==> src/rtl/trace_fifo_ctrl.sv <==
// trace_fifo_ctrl: single-clock trace-word FIFO controller around an external
// one-cycle-latency RAM, with a 2-entry output skid buffer and a valid/ready output.
// Latency: 3 cycles from din_valid into an empty FIFO to dout_valid. Sustains 1 word/clk.
// Backpressure: dout_ready stalls the output. Writes are never stalled.
// A write that arrives while the RAM is full is dropped and counted in ovf_count.
// Ports:
//   clk/rst_n                  clock and async active-low reset
//   flush                      synchronous clear of all buffered data
//   din/din_valid              input stream
//   dout/dout_valid/dout_ready output stream
//   full/empty/level/ovf_count status
//   ram_*                      RAM write/read port
module trace_fifo_ctrl #(
  parameter int addr_width = 8,
  parameter int data_width = 16
) (
  input  logic                  clk,
  input  logic                  rst_n,
  input  logic                  flush,
  input  logic [data_width-1:0] din,
  input  logic                  din_valid,
  output logic [data_width-1:0] dout,
  output logic                  dout_valid,
  input  logic                  dout_ready,
  output logic                  full,
  output logic                  empty,
  output logic [addr_width+1:0] level,
  output logic [15:0]           ovf_count,
  output logic [data_width-1:0] ram_din,
  output logic [addr_width-1:0] ram_waddr,
  output logic                  ram_we,
  output logic [addr_width-1:0] ram_raddr,
  input  logic [data_width-1:0] ram_dout
);

  logic [addr_width-1:0] wptr, rptr;
  logic [addr_width:0]   ram_cnt;
  logic                  rd_pend;
  logic [1:0]            skid_cnt;
  logic [data_width-1:0] skid0, skid1;

  logic       wr_acc;
  logic       pop;
  logic       rd_issue;
  logic [2:0] committed;

  // ram_cnt ranges 0..D, so its top bit is set only when the RAM holds D words.
  assign full       = ram_cnt[addr_width];
  assign dout_valid = (skid_cnt != 2'd0);
  assign dout       = skid0;

  assign wr_acc = din_valid && !full && !flush;
  assign pop    = dout_valid && dout_ready && !flush;

  // This counts the skid slots already spoken for after this cycle's pop.
  // A new read is issued only if its data will still have a slot when it lands.
  assign committed = 3'(skid_cnt) + 3'(rd_pend) - 3'(pop);
  assign rd_issue  = (ram_cnt != '0) && (committed < 3'd2) && !flush;

  // The write strobe is qualified with rst_n so that the RAM write port goes idle
  // the moment reset asserts, not at the next clock.
  assign ram_we    = wr_acc && rst_n;
  assign ram_din   = (wr_acc && rst_n) ? din : '0;
  assign ram_waddr = wptr;
  assign ram_raddr = rptr;

  assign level = (addr_width+2)'(ram_cnt) + (addr_width+2)'(rd_pend)
               + (addr_width+2)'(skid_cnt);
  assign empty = (level == '0);

  always_ff @(posedge clk or negedge rst_n) begin
    if (!rst_n) begin
      wptr      <= '0;
      rptr      <= '0;
      ram_cnt   <= '0;
      rd_pend   <= 1'b0;
      skid_cnt  <= 2'd0;
      skid0     <= '0;
      skid1     <= '0;
      ovf_count <= '0;
    end else if (flush) begin
      // Clearing rd_pend discards the word still coming out of the RAM.
      wptr      <= '0;
      rptr      <= '0;
      ram_cnt   <= '0;
      rd_pend   <= 1'b0;
      skid_cnt  <= 2'd0;
      ovf_count <= '0;
    end else begin
      if (wr_acc)   wptr <= wptr + 1'b1;
      if (rd_issue) rptr <= rptr + 1'b1;

      case ({wr_acc, rd_issue})
        2'b10:   ram_cnt <= ram_cnt + 1'b1;
        2'b01:   ram_cnt <= ram_cnt - 1'b1;
        default: ram_cnt <= ram_cnt;
      endcase

      rd_pend <= rd_issue;

      if (din_valid && full && (ovf_count != 16'hFFFF))
        ovf_count <= ovf_count + 16'd1;

      // skid0 is always the head. The issue rule guarantees that a capture never
      // meets a skid buffer that is full and not popping.
      if (rd_pend && pop) begin
        if (skid_cnt == 2'd2) begin
          skid0 <= skid1;
          skid1 <= ram_dout;
        end else begin
          skid0 <= ram_dout;
        end
      end else if (pop) begin
        skid0 <= skid1;
      end else if (rd_pend) begin
        if (skid_cnt == 2'd0) skid0 <= ram_dout;
        else                  skid1 <= ram_dout;
      end

      skid_cnt <= skid_cnt + rd_pend - pop;
    end
  end

endmodule
==> config.mk <==
export PLATFORM = sky130hd
export DESIGN_NAME = trace_fifo_ctrl
export DESIGN_NICKNAME = d
export VERILOG_FILES = /design/src/rtl/trace_fifo_ctrl.sv
export SDC_FILE = /design/constraint.sdc
export NUM_CORES = 1
export LEC_CHECK = 0
export BUFFER_PORTS_ARGS = -buffer_cell sky130_fd_sc_hd__clkbuf_2
export CAP_MARGIN = 15
export CORE_MARGIN = 4
export CORE_UTILIZATION = 45
export DETAILED_ROUTE_END_ITERATION = 8
export GPL_TIMING_DRIVEN = 0
export PLACE_DENSITY = 0.7
export SETUP_SLACK_MARGIN = 0.05
export SLEW_MARGIN = 0
export SYNTH_ARGS = -nofsm -noshare
export SYNTH_HDL_FRONTEND = slang
export SYNTH_SLANG_ARGS = --single-unit
==> constraint.sdc <==
create_clock -name clk -period 4.5 [get_ports clk]
set_input_delay 0.9 -clock clk [delete_from_list [all_inputs] [get_ports clk]]
set_output_delay 0.9 -clock clk [all_outputs]
set_load 0.01 [all_outputs]
==> results.sh, run 1 <==
export IMPL_area_growth_pct=24.8
export IMPL_floorplan_die_height_um=107
export IMPL_register_area_sq_mm=0.00190
export IMPL_clk_pin_slew_ns=0.08
export IMPL_core_area_sq_mm=0.00968
export IMPL_postLayoutCoreUtil_pct=57.4
export IMPL_max_cap_violations=0
export IMPL_route_detailed_drc=0
export IMPL_net_switching_share_of_the_total_power_pct=40.0
export IMPL_min_period_ns=4.34
export IMPL_finalSetupViolations=0
export IMPL_hpwl_um=8110
export IMPL_count_of_different_cell_masters_after_synthesis=58
export IMPL_post_cts_hold_buffer_count=0
export IMPL_tritoncts_num_buffers=9
export IMPL_worst_setup_path_start_kind="input pin"
export IMPL_grt_pass1_wl_um=17600
export IMPL_detail_route_first_pass_iterations=4
export IMPL_rsz0062_at_grt="false"
export IMPL_use_met2_pct=33.2
export IMPL_number_of_buffers_inserted_by_port_buffering=114
export IMPL_boundaryPins=115
export IMPL_synth_cell_area_sq_mm=0.00445
export IMPL_grtUsageTotal_pct=19.1
export IMPL_clockBufferDepth=2
export IMPL_path_cells="clkbuf_2 > nand2b_2 > nor3_4 > a21o_1 > ha_1 > inv_1 > fa_1 > xnor2_2 > and2_4 > nand2_4 > nor3_4 > buf_12 > buf_4 > fa_2 > a211oi_2 > nor2_1 > a221o_1 > or4_1 > a31oi_1"
export IMPL_dominantRegCellSynth="sky130_fd_sc_hd__dfrtp_1"
export IMPL_internal_w=0.00192
export IMPL_clock_power_share_pct=17.8
export IMPL_async_flop_share_pct=100
export IMPL_vias_per_cell=5.29
export IMPL_crit_top_cell="sky130_fd_sc_hd__nor3_4"
export IMPL_place_congestion=0.863
export IMPL_die_area_sq_mm=0.0115
export IMPL_grt_busiest_layer="met2"
export IMPL_total_switching_power_w=0.00128
export IMPL_clkLatencyLatePin_ns=0.34
export IMPL_postRouteWirelength_um=10800
export IMPL_clock_tree_from_tritoncts="built"
export IMPL_fin_worst_skew_ns=0.00653
export IMPL_finalSetupTns_ns=0
export IMPL_slew_headroom_pct=58.6
export IMPL_clock_sink_count=76
export IMPL_peakVddDrop_uv=251
export IMPL_kind_of_end_point_of_the_critical_path="flip-flop"
export IMPL_instances_no_fill=707
export IMPL_critical_path_max_fanout=7
export IMPL_wl_per_cell_um=15.3
export IMPL_comb_power_share_pct=49.9
export IMPL_worstPathRequired_ns=4.76
export IMPL_min_path_type="input pin to async pin"
export IMPL_syn_instance_count=439
export IMPL_grt_overflow_total=0
export IMPL_drt_iter0_markers=176
export IMPL_outcome="finished clean"
export IMPL_grt_start_max_net_pins=58
export IMPL_fmax_ghz=0.230
export IMPL_post_route_period_util_pct=96.4
export IMPL_max_slew_worst_pin_slew_ns=0.622
export IMPL_ant_nets=0
export IMPL_critical_path_slowest_cell="sky130_fd_sc_hd__fa_1"
export IMPL_p_leak_nw=2.77
export IMPL_gr_usage_met3_pct=4.80
export IMPL_hold_viol_final=0
export IMPL_synth_yosys_seq_area_share_pct=42.7
export IMPL_floorplan_rows=36
export IMPL_critical_path_max_stage_delay_ns=0.40
export IMPL_dp_cells=687
export IMPL_synth_edf_count=0
export IMPL_num_fill_cells=863
export IMPL_mean_syn_cell_area_sq_um=10.1
export IMPL_synth_seq_cells=76
export IMPL_grt_pass1_vias=3715
export IMPL_die_width_um=107
export IMPL_nets=623
export IMPL_power_density_cell_area_mw_per_mm2=575
export IMPL_initial_core_util_pct=46.0
export IMPL_initial_antenna_violation_count=0
export IMPL_slew_violations=0
export IMPL_route_vias_total=3741
export IMPL_worstPathArrival_ns=4.60
export IMPL_post_route_cells_drive_above_1_share_pct=33.1
export IMPL_power_sequential_fraction_pct=32.4
export IMPL_gr_usage_met1_pct=23.8
export IMPL_multiInputGateArea_sq_mm=0.00246
export IMPL_timing_setup_critical_path_class="input pin to flip-flop"
export IMPL_mappedNetlistNets=492
export IMPL_antenna_diode_count=0
export IMPL_cts_root_buf="sky130_fd_sc_hd__clkbuf_8"
export IMPL_cts_max_level=3
export IMPL_yosys_warnings=0
## critical path: cells and delay by family
kind / cells / cell delay [ns]
AO/OA/AOI/OAI: 4 / 0.80
XOR/XNOR: 1 / 0.19
adder cells (fa/ha/maj): 3 / 0.90
buffers and inverters: 4 / 0.48
AND/OR/NAND/NOR: 7 / 1.34
## power by group through the flow
| stage | Clock (W) | Sequential, W | Combinational (W) |
|---|---|---|---|
| finish | 0.000568 | 0.00103 | 0.00159 |
| global route | 0.000612 | 0.00106 | 0.00176 |
| CTS | 0.000584 | 0.00103 | 0.00152 |
| detailed placement | 0 | 0.00104 | 0.00149 |
| global placement | 0 | 0.00102 | 0.00144 |
| floorplan | 0 | 0.00105 | 0.00104 |
## registers in the layout, summed over array words and instances, names as in the netlist
name / count
skid_cnt: 2
ram_cnt: 9
ovf_count: 16
ram_waddr: 8
skid1: 16
rd_pend: 1
dout: 16
ram_raddr: 8
## cells by family after synthesis
| logic type | after synthesis | synth area share (%) |
|---|---|---|
| compound gates | 59 | 9.33 |
| simple gates | 175 | 21.5 |
| fa+ha+maj | 16 | 5.17 |
| flops | 76 | 42.7 |
| xor+xnor | 39 | 7.84 |
| buf+inv | 33 | 3.74 |
| mux | 41 | 9.67 |
## Yosys cell counts, types with 2 or more instances
| cell type | number | area [sq um] |
|---|---|---|
| sky130_fd_sc_hd__xnor2_1 | 17 | 149 |
| sky130_fd_sc_hd__nor2_1 | 66 | 248 |
| sky130_fd_sc_hd__a21o_1 | 4 | 30.0 |
| sky130_fd_sc_hd__a211oi_1 | 3 | 22.5 |
| sky130_fd_sc_hd__nor4_2 | 2 | 25.0 |
| sky130_fd_sc_hd__buf_4 | 5 | 37.5 |
| sky130_fd_sc_hd__ha_1 | 12 | 150 |
| sky130_fd_sc_hd__a311oi_1 | 3 | 26.3 |
| sky130_fd_sc_hd__o21ai_0 | 6 | 30.0 |
| sky130_fd_sc_hd__or2_1 | 2 | 12.5 |
| sky130_fd_sc_hd__mux2i_1 | 25 | 250 |
| sky130_fd_sc_hd__nand2_2 | 2 | 12.5 |
| sky130_fd_sc_hd__nand4_2 | 2 | 25.0 |
| sky130_fd_sc_hd__dfrtp_1 | 76 | 1900 |
| sky130_fd_sc_hd__and4_1 | 3 | 26.3 |
| sky130_fd_sc_hd__inv_1 | 12 | 45.0 |
| sky130_fd_sc_hd__and3_1 | 7 | 43.8 |
| sky130_fd_sc_hd__nand3_1 | 17 | 85.1 |
| sky130_fd_sc_hd__nor4_1 | 3 | 18.8 |
| sky130_fd_sc_hd__fa_1 | 4 | 80.1 |
| sky130_fd_sc_hd__buf_6 | 2 | 22.5 |
| sky130_fd_sc_hd__a31oi_1 | 3 | 18.8 |
| sky130_fd_sc_hd__o2111ai_1 | 3 | 26.3 |
| sky130_fd_sc_hd__a21oi_1 | 25 | 125 |
| sky130_fd_sc_hd__mux2_2 | 15 | 169 |
| sky130_fd_sc_hd__nand2b_1 | 2 | 12.5 |
| sky130_fd_sc_hd__nor3_1 | 11 | 55.1 |
| sky130_fd_sc_hd__buf_2 | 7 | 35.0 |
| sky130_fd_sc_hd__nor4b_2 | 2 | 30.0 |
| sky130_fd_sc_hd__nand2_1 | 15 | 56.3 |
| sky130_fd_sc_hd__nand4_1 | 11 | 68.8 |
| sky130_fd_sc_hd__xor2_1 | 21 | 184 |
| sky130_fd_sc_hd__clkbuf_1 | 7 | 26.3 |
| sky130_fd_sc_hd__and2_1 | 17 | 106 |
| sky130_fd_sc_hd__nor2b_1 | 4 | 25.0 |
## layout make-up
class | instances | area share [%]
Multi-Input combinational cell | 330 | 44.2
Buffer | 21 | 2.18
Tap cell | 133 | 3.00
Sequential cell | 76 | 34.2
Inverter | 12 | 0.811
Timing Repair Buffer | 120 | 11.7
Clock buffer | 9 | 2.23
Clock inverter | 6 | 1.62
## layout by cell type (no fill, tap or decap), types with 4 or more instances in the layout
cell type,instances
sky130_fd_sc_hd__clkbuf_8,9
sky130_fd_sc_hd__nand3_1,17
sky130_fd_sc_hd__and2_1,16
sky130_fd_sc_hd__inv_1,12
sky130_fd_sc_hd__dfrtp_1,76
sky130_fd_sc_hd__o21ai_0,6
sky130_fd_sc_hd__xor2_1,21
sky130_fd_sc_hd__clkbuf_1,7
sky130_fd_sc_hd__clkbuf_2,113
sky130_fd_sc_hd__nand4_1,11
sky130_fd_sc_hd__ha_1,9
sky130_fd_sc_hd__a21o_1,4
sky130_fd_sc_hd__buf_2,7
sky130_fd_sc_hd__mux2_2,15
sky130_fd_sc_hd__xnor2_1,17
sky130_fd_sc_hd__nor2b_1,4
sky130_fd_sc_hd__buf_4,9
sky130_fd_sc_hd__a21oi_1,25
sky130_fd_sc_hd__and3_1,7
sky130_fd_sc_hd__mux2i_1,25
sky130_fd_sc_hd__nand2_1,15
sky130_fd_sc_hd__nor2_1,66
sky130_fd_sc_hd__nor3_1,9
## final timing paths
check / from / endpoint / slack, ns / cells past startpoint
worst max-delay path: flush / ram_cnt[8] / 0.16 / 19
worst min-delay path: rst_n / dout[11] / 0.46 / 1
worst max register to register: skid_cnt[1] / ram_cnt[8] / 0.45 / 18
worst min register to register: skid1[13] / skid1[13] / 0.51 / 1
max in group asynchronous: rst_n / ovf_count[0] / 3.44 / 2
min in group clk: skid1[13] / skid1[13] / 0.51 / 1
## per-stage QoR
stage / worst slack, ns / cell area (sq um) / hold WS, ns / total power (W)
final: 0.160 / 5560 / 0.465 / 0.00319
after global routing: 0.0176 / 5560 / 0.456 / 0.00343
after CTS: 0.0815 / 5460 / 0.452 / 0.00313
after detailed placement: -0.558 / 5220 / 0.494 / 0.00253
after global placement: -0.399 / 5190 / 0.473 / 0.00247
after floorplan: 0.121 / 4460 / 0.464 / 0.00209
## layer usage
| metal | part of all wire (%) | vias to the layer above |
|---|---|---|
| met3 | 6.7 | 10 |
| met5 | 0 | - |
| met1 | 43 | 1803 |
| met2 | 50 | 116 |
| li1 | - | 1812 |
| met4 | 1.0 | 0 |
## timing repair
action	4_1_cts	5_1_grt
setup buffers	2	3
endpoints found under the setup margin	1	2
gates resized for setup	2	10
pin swaps	1	3
No activity file was read; power rests on OpenSTA's default activity.
==> run 2: changes to the inputs <==
==> config.mk (replaced) <==
export PLATFORM = sky130hd
export DESIGN_NAME = trace_fifo_ctrl
export DESIGN_NICKNAME = d
export VERILOG_FILES = /design/src/rtl/trace_fifo_ctrl.sv
export SDC_FILE = /design/constraint.sdc
export NUM_CORES = 1
export LEC_CHECK = 0
export CAP_MARGIN = 15
export CORE_MARGIN = 4
export CORE_UTILIZATION = 45
export CTS_BUF_LIST = sky130_fd_sc_hd__clkbuf_2 sky130_fd_sc_hd__clkbuf_4 sky130_fd_sc_hd__clkbuf_8
export DETAILED_ROUTE_END_ITERATION = 8
export DONT_BUFFER_PORTS = 1
export GPL_TIMING_DRIVEN = 0
export SETUP_SLACK_MARGIN = 0.05
export SLEW_MARGIN = 0
export SYNTH_ARGS = -nofsm -noshare
export SYNTH_HDL_FRONTEND = slang
export SYNTH_SLANG_ARGS = --single-unit
export TNS_END_PERCENT = 30
==> results.sh, run 2 (synthesis gave the netlist of run 1 again) <==
export IMPL_max_slew_worst_pin_slew_ns=0.629
export IMPL_place_congestion=0.883
export IMPL_critical_path_max_stage_delay_ns=0.43
export IMPL_route_vias_total=3232
export IMPL_die_area_sq_mm=0.0115
export IMPL_cts_max_level=3
export IMPL_max_cap_violations=0
export IMPL_path_cells="nand2b_1 > nor3_4 > a21o_1 > ha_1 > inv_1 > fa_1 > xnor2_2 > and2_4 > nand2_4 > nor3_4 > buf_12 > buf_4 > fa_1 > a211oi_2 > nor2_1 > a221o_1 > or4_1 > a31oi_1"
export IMPL_vias_per_cell=5.47
export IMPL_outcome="finished clean"
export IMPL_clockBufferDepth=2
export IMPL_wl_per_cell_um=17.2
export IMPL_finalSetupViolations=0
export IMPL_peakVddDrop_uv=235
export IMPL_hpwl_um=7470
export IMPL_grtUsageTotal_pct=18.3
export IMPL_hold_viol_final=0
export IMPL_fin_worst_skew_ns=0.0166
export IMPL_number_of_buffers_inserted_by_port_buffering=0
export IMPL_grt_pass1_vias=3302
export IMPL_route_detailed_drc=0
export IMPL_drt_iter0_markers=120
export IMPL_fmax_ghz=0.236
export IMPL_grt_pass1_wl_um=17000
export IMPL_rsz0062_at_grt="false"
export IMPL_antenna_diode_count=0
export IMPL_min_path_type="input pin to async pin"
export IMPL_slew_violations=0
export IMPL_finalSetupTns_ns=0
export IMPL_num_fill_cells=888
export IMPL_final_common_cell="sky130_fd_sc_hd__dfrtp_1"
export IMPL_postRouteWirelength_um=10200
export IMPL_postLayoutCoreUtil_pct=51.3
export IMPL_worstPathArrival_ns=4.50
export IMPL_ant_nets=0
export IMPL_clkLatencyLatePin_ns=0.34
export IMPL_area_growth_pct=11.7
export IMPL_multiInputGateArea_sq_mm=0.00248
export IMPL_min_period_ns=4.24
export IMPL_clock_sink_count=76
export IMPL_timing_setup_critical_path_class="input pin to flip-flop"
export IMPL_kind_of_end_point_of_the_critical_path="flip-flop"
export IMPL_post_cts_hold_buffer_count=0
export IMPL_met2_wirelength_um=4890
export IMPL_nets=507
export IMPL_tritoncts_num_buffers=9
export IMPL_grt_overflow_total=0
export IMPL_power_density_cell_area_mw_per_mm2=610
export IMPL_clock_tree_from_tritoncts="built"
export IMPL_grt_start_max_net_pins=78
export IMPL_boundaryPins=115
export IMPL_die_width_um=107
export IMPL_register_area_sq_mm=0.00190
export IMPL_initial_core_util_pct=46.0
export IMPL_floorplan_die_height_um=107
export IMPL_p_total_w=0.00303
export IMPL_clk_pin_slew_ns=0.09
export IMPL_critical_path_slowest_cell="sky130_fd_sc_hd__fa_1"
export IMPL_worstPathRequired_ns=4.76
export IMPL_core_area_sq_mm=0.00968
export IMPL_post_route_cells_drive_above_1_share_pct=16.4
export IMPL_critical_path_max_fanout=8
export IMPL_detailroute_wirelength_met3_um=609
export IMPL_floorplan_rows=36
export IMPL_slew_headroom_pct=58.1
export IMPL_layout_common_cells="sky130_fd_sc_hd__dfrtp_1 (75), sky130_fd_sc_hd__nor2_1 (66), sky130_fd_sc_hd__mux2i_1 (25), sky130_fd_sc_hd__a21oi_1 (25), sky130_fd_sc_hd__xor2_1 (21)"
export IMPL_detail_route_first_pass_iterations=5
export IMPL_p_leak_nw=2.25
export IMPL_wirelength_met1_um=4540
export IMPL_worst_setup_path_start_kind="input pin"
export IMPL_post_route_period_util_pct=94.2
export IMPL_top_signal_layer_used="met4"
export IMPL_cts_root_buf="sky130_fd_sc_hd__clkbuf_8"
export IMPL_initial_antenna_violation_count=0
[run 2: worst max-delay path: cells and delay by family]
kind            cells  cell delay, ns
simple gates        7            1.26
fa+ha+maj           3            0.96
compound gates      4            0.81
buf+inv             3            0.37
xor+xnor            1            0.18
[run 2: through the flow]
stage                     instance area [sq um]  hold WS (ns)  worst slack (ns)  cells
after detailed placement                   4620         0.485            -0.407    572
final                                      4970         0.237             0.263    591
after CTS                                  4850         0.221            0.0848    587
after global routing                       4970         0.215            0.0665    591
after floorplan                            4460         0.464             0.121    439
after global placement                     4620         0.476            -0.333    572
[run 2: worst paths after layout]
check | from | end | slack [ns] | cells past startpoint
worst max-delay path | flush | ram_cnt[8] | 0.26 | 18
worst min-delay path | rst_n | dout[2] | 0.24 | 0
worst max register to register | skid_cnt[1] | ram_cnt[8] | 0.50 | 17
worst min register to register | skid1[9] | skid1[9] | 0.50 | 1
max in group asynchronous | rst_n | skid_cnt[1] | 4.14 | 0
min in group clk | skid1[9] | skid1[9] | 0.50 | 1
[run 2: final cells by class]
cell class,instances,area share [%]
repair buffers,4,0.856
plain buffers,21,2.44
clock inverters,5,1.74
multi-input cells,330,49.8
flip-flops and latches,76,38.3
well taps,133,3.35
clock buffers,10,2.64
inverters,12,0.906
[run 2: repair_timing]
| item | 4_1_cts | 5_1_grt |
|---|---|---|
| endpoints found under the setup margin | 1 | 2 |
| resized for setup | 1 | 12 |
| buffers inserted | 0 | 4 |
| pin swaps | 0 | 5 |
[run 2: layer usage]
metal / vias up / track usage [%]
li1: 1578 / -
met1: 1584 / 24.1
met2: 63 / 29.9
met3: 7 / 4.38
met4: 0 / 5.41
met5: - / 0
[run 2: report_power, final]
group          leakage [nW]  internal [W]  switching [W]
combinational          1.17      0.000627       0.000742
clock                 0.110      0.000320       0.000256
sequential            0.975      0.000881       0.000208
total                  2.25       0.00183        0.00121
==> run 3: changes to the inputs <==
--- a/config.mk
+++ b/config.mk
@@ -6,12 +6,15 @@
 export NUM_CORES = 1
 export LEC_CHECK = 0
 export CAP_MARGIN = 15
+export CELL_PAD_IN_SITES_DETAIL_PLACEMENT = 2
+export CELL_PAD_IN_SITES_GLOBAL_PLACEMENT = 2
 export CORE_MARGIN = 4
-export CORE_UTILIZATION = 45
+export CORE_UTILIZATION = 41
 export CTS_BUF_LIST = sky130_fd_sc_hd__clkbuf_2 sky130_fd_sc_hd__clkbuf_4 sky130_fd_sc_hd__clkbuf_8
 export DETAILED_ROUTE_END_ITERATION = 8
 export DONT_BUFFER_PORTS = 1
 export GPL_TIMING_DRIVEN = 0
+export PLACE_DENSITY_LB_ADDON = 0.1
 export SETUP_SLACK_MARGIN = 0.05
 export SLEW_MARGIN = 0
 export SYNTH_ARGS = -nofsm -noshare
==> results.sh, run 3 (synthesis gave the netlist of run 1 again) <==
export IMPL_outcome="finished clean"
export IMPL_vias_per_cell=5.81
export IMPL_critical_path_max_fanout=8
export IMPL_comb_power_share_pct=44.4
export IMPL_tritoncts_num_buffers=9
export IMPL_layout_common_cells="sky130_fd_sc_hd__dfrtp_1 (75), sky130_fd_sc_hd__nor2_1 (66), sky130_fd_sc_hd__mux2i_1 (25), sky130_fd_sc_hd__a21oi_1 (25), sky130_fd_sc_hd__xor2_1 (21)"
export IMPL_post_route_cells_drive_above_1_share_pct=16.2
export IMPL_instances_no_fill=593
export IMPL_nets=505
export IMPL_ant_nets=0
export IMPL_rsz0062_at_grt="false"
export IMPL_antenna_diode_count=0
export IMPL_floorplan_rows=37
export IMPL_clockBufferDepth=2
export IMPL_dp_worst_setup_slack_ns=-0.508
export IMPL_clock_power_share_pct=21.1
export IMPL_setup_ws_ns=0.261
export IMPL_dp_cells=575
export IMPL_timing_setup_critical_path_class="input pin to flip-flop"
export IMPL_num_fill_cells=1112
export IMPL_fin_worst_skew_ns=0.0167
export IMPL_power_density_cell_area_mw_per_mm2=642
export IMPL_die_width_um=112
export IMPL_grt_pass1_vias=4063
export IMPL_worstPathRequired_ns=4.78
export IMPL_grtUsageTotal_pct=20.8
export IMPL_grt_start_max_net_pins=78
export IMPL_cts_max_level=3
export IMPL_place_congestion=0.733
export IMPL_net_switching_share_of_the_total_power_pct=41.1
export IMPL_number_of_buffers_inserted_by_port_buffering=0
export IMPL_max_cap_violations=0
export IMPL_fmax_ghz=0.236
export IMPL_post_route_period_util_pct=94.2
export IMPL_kind_of_end_point_of_the_critical_path="flip-flop"
export IMPL_internal_w=0.00188
export IMPL_register_area_sq_mm=0.00190
export IMPL_clkLatencyLatePin_ns=0.36
export IMPL_min_period_ns=4.24
export IMPL_die_area_sq_mm=0.0126
export IMPL_hold_viol_final=0
export IMPL_initial_antenna_violation_count=0
export IMPL_drt_iter0_markers=101
export IMPL_finalSetupViolations=0
export IMPL_worst_setup_path_start_kind="input pin"
export IMPL_boundaryPins=115
export IMPL_slew_violations=0
export IMPL_clk_pin_slew_ns=0.09
export IMPL_min_path_type="input pin to async pin"
export IMPL_slew_headroom_pct=57.1
export IMPL_max_slew_worst_pin_slew_ns=0.643
export IMPL_total_switching_power_w=0.00132
export IMPL_grt_overflow_total=0
export IMPL_wl_per_cell_um=21.7
export IMPL_floorplan_die_height_um=112
export IMPL_post_cts_hold_buffer_count=0
export IMPL_postRouteWirelength_um=12900
export IMPL_initial_core_util_pct=42.5
export IMPL_clock_tree_from_tritoncts="built"
export IMPL_area_growth_pct=11.9
export IMPL_route_vias_total=3443
export IMPL_p_leak_nw=2.25
export IMPL_detail_route_first_pass_iterations=4
export IMPL_power_sequential_fraction_pct=34.6
export IMPL_final_common_cell="sky130_fd_sc_hd__dfrtp_1"
export IMPL_worstPathArrival_ns=4.52
export IMPL_route_detailed_drc=0
export IMPL_clock_sink_count=76
export IMPL_multiInputGateArea_sq_mm=0.00246
export IMPL_cts_root_buf="sky130_fd_sc_hd__clkbuf_8"
export IMPL_grt_pass1_wl_um=21200
export IMPL_core_area_sq_mm=0.0105
export IMPL_peakVddDrop_uv=217
export IMPL_hpwl_um=9070
-- run 3: final timing paths --
check	start	endpoint	slack, ns	cells past startpoint
max	flush	ram_cnt[8]	0.26	17
min	rst_n	ram_cnt[7]	0.23	0
max reg2reg	skid_cnt[1]	ram_cnt[8]	0.51	17
min reg2reg	skid1[9]	skid1[9]	0.51	1
max in group asynchronous	rst_n	skid1[11]	4.13	0
min in group clk	skid1[9]	skid1[9]	0.51	1
-- run 3: critical path: stages --
cell and delay [ns]:
sky130_fd_sc_hd__nand2b_1 0.20, sky130_fd_sc_hd__nor3_4 0.24, sky130_fd_sc_hd__a21o_1 0.11, sky130_fd_sc_hd__ha_1 0.14, sky130_fd_sc_hd__inv_1 0.05, sky130_fd_sc_hd__fa_1 0.41, sky130_fd_sc_hd__xnor2_2 0.18, sky130_fd_sc_hd__and2_2 0.25
sky130_fd_sc_hd__nand2_4 0.13, sky130_fd_sc_hd__nor3_4 0.07, sky130_fd_sc_hd__buf_12 0.18, sky130_fd_sc_hd__fa_2 0.37, sky130_fd_sc_hd__a211oi_2 0.23, sky130_fd_sc_hd__nor2_1 0.14, sky130_fd_sc_hd__a221o_1 0.36, sky130_fd_sc_hd__or4_1 0.41
sky130_fd_sc_hd__a31oi_1 0.14
-- run 3: final cells by class --
type / instances / share of cell area, %
flip-flops and latches: 76 / 38.2
clock inverters: 5 / 2.13
clock buffers: 11 / 2.91
well taps: 136 / 3.41
plain buffers: 21 / 2.44
inverters: 12 / 0.904
repair buffers: 2 / 0.552
multi-input cells: 330 / 49.5
-- run 3: routing by layer --
| layer | part of all wire (%) | GRT usage, % | vias up |
|---|---|---|---|
| li1 | - | - | 1568 |
| met1 | 41 | 24.4 | 1758 |
| met2 | 52 | 37.1 | 95 |
| met3 | 5.7 | 5.82 | 22 |
| met4 | 1.8 | 5.93 | 0 |
| met5 | 0 | 0 | - |
-- run 3: timing repair --
| action | CTS | global route |
|---|---|---|
| pin swaps | 1 | 1 |
| endpoints found under the setup margin | 2 | 1 |
| resized for setup | 8 | 4 |
| buffers inserted | 1 | 1 |
-- run 3: per-stage QoR --
stage | power, W | utilization [%] | cell area (sq um) | TNS [ns] | hold slack, ns
finish | 0.00320 | 47.6 | 4980 | 0 | 0.226
global route | 0.00344 | 47.6 | 4980 | 0 | 0.199
CTS | 0.00319 | 47.4 | 4960 | 0 | 0.206
detailed placement | 0.00242 | 44.2 | 4630 | -1.03 | 0.490
global placement | 0.00233 | 44.2 | 4630 | -0.422 | 0.473
floorplan | 0.00209 | - | 4460 | 0 | 0.464
-- run 3: power groups by stage --
stage | combinational (W) | sequential (W) | clock [W]
2_1_floorplan | 0.00104 | 0.00105 | 0
3_3_place_gp | 0.00123 | 0.00110 | 0
3_5_place_dp | 0.00130 | 0.00111 | 0
4_1_cts | 0.00140 | 0.00111 | 0.000687
5_1_grt | 0.00158 | 0.00114 | 0.000722
6_report | 0.00142 | 0.00111 | 0.000673
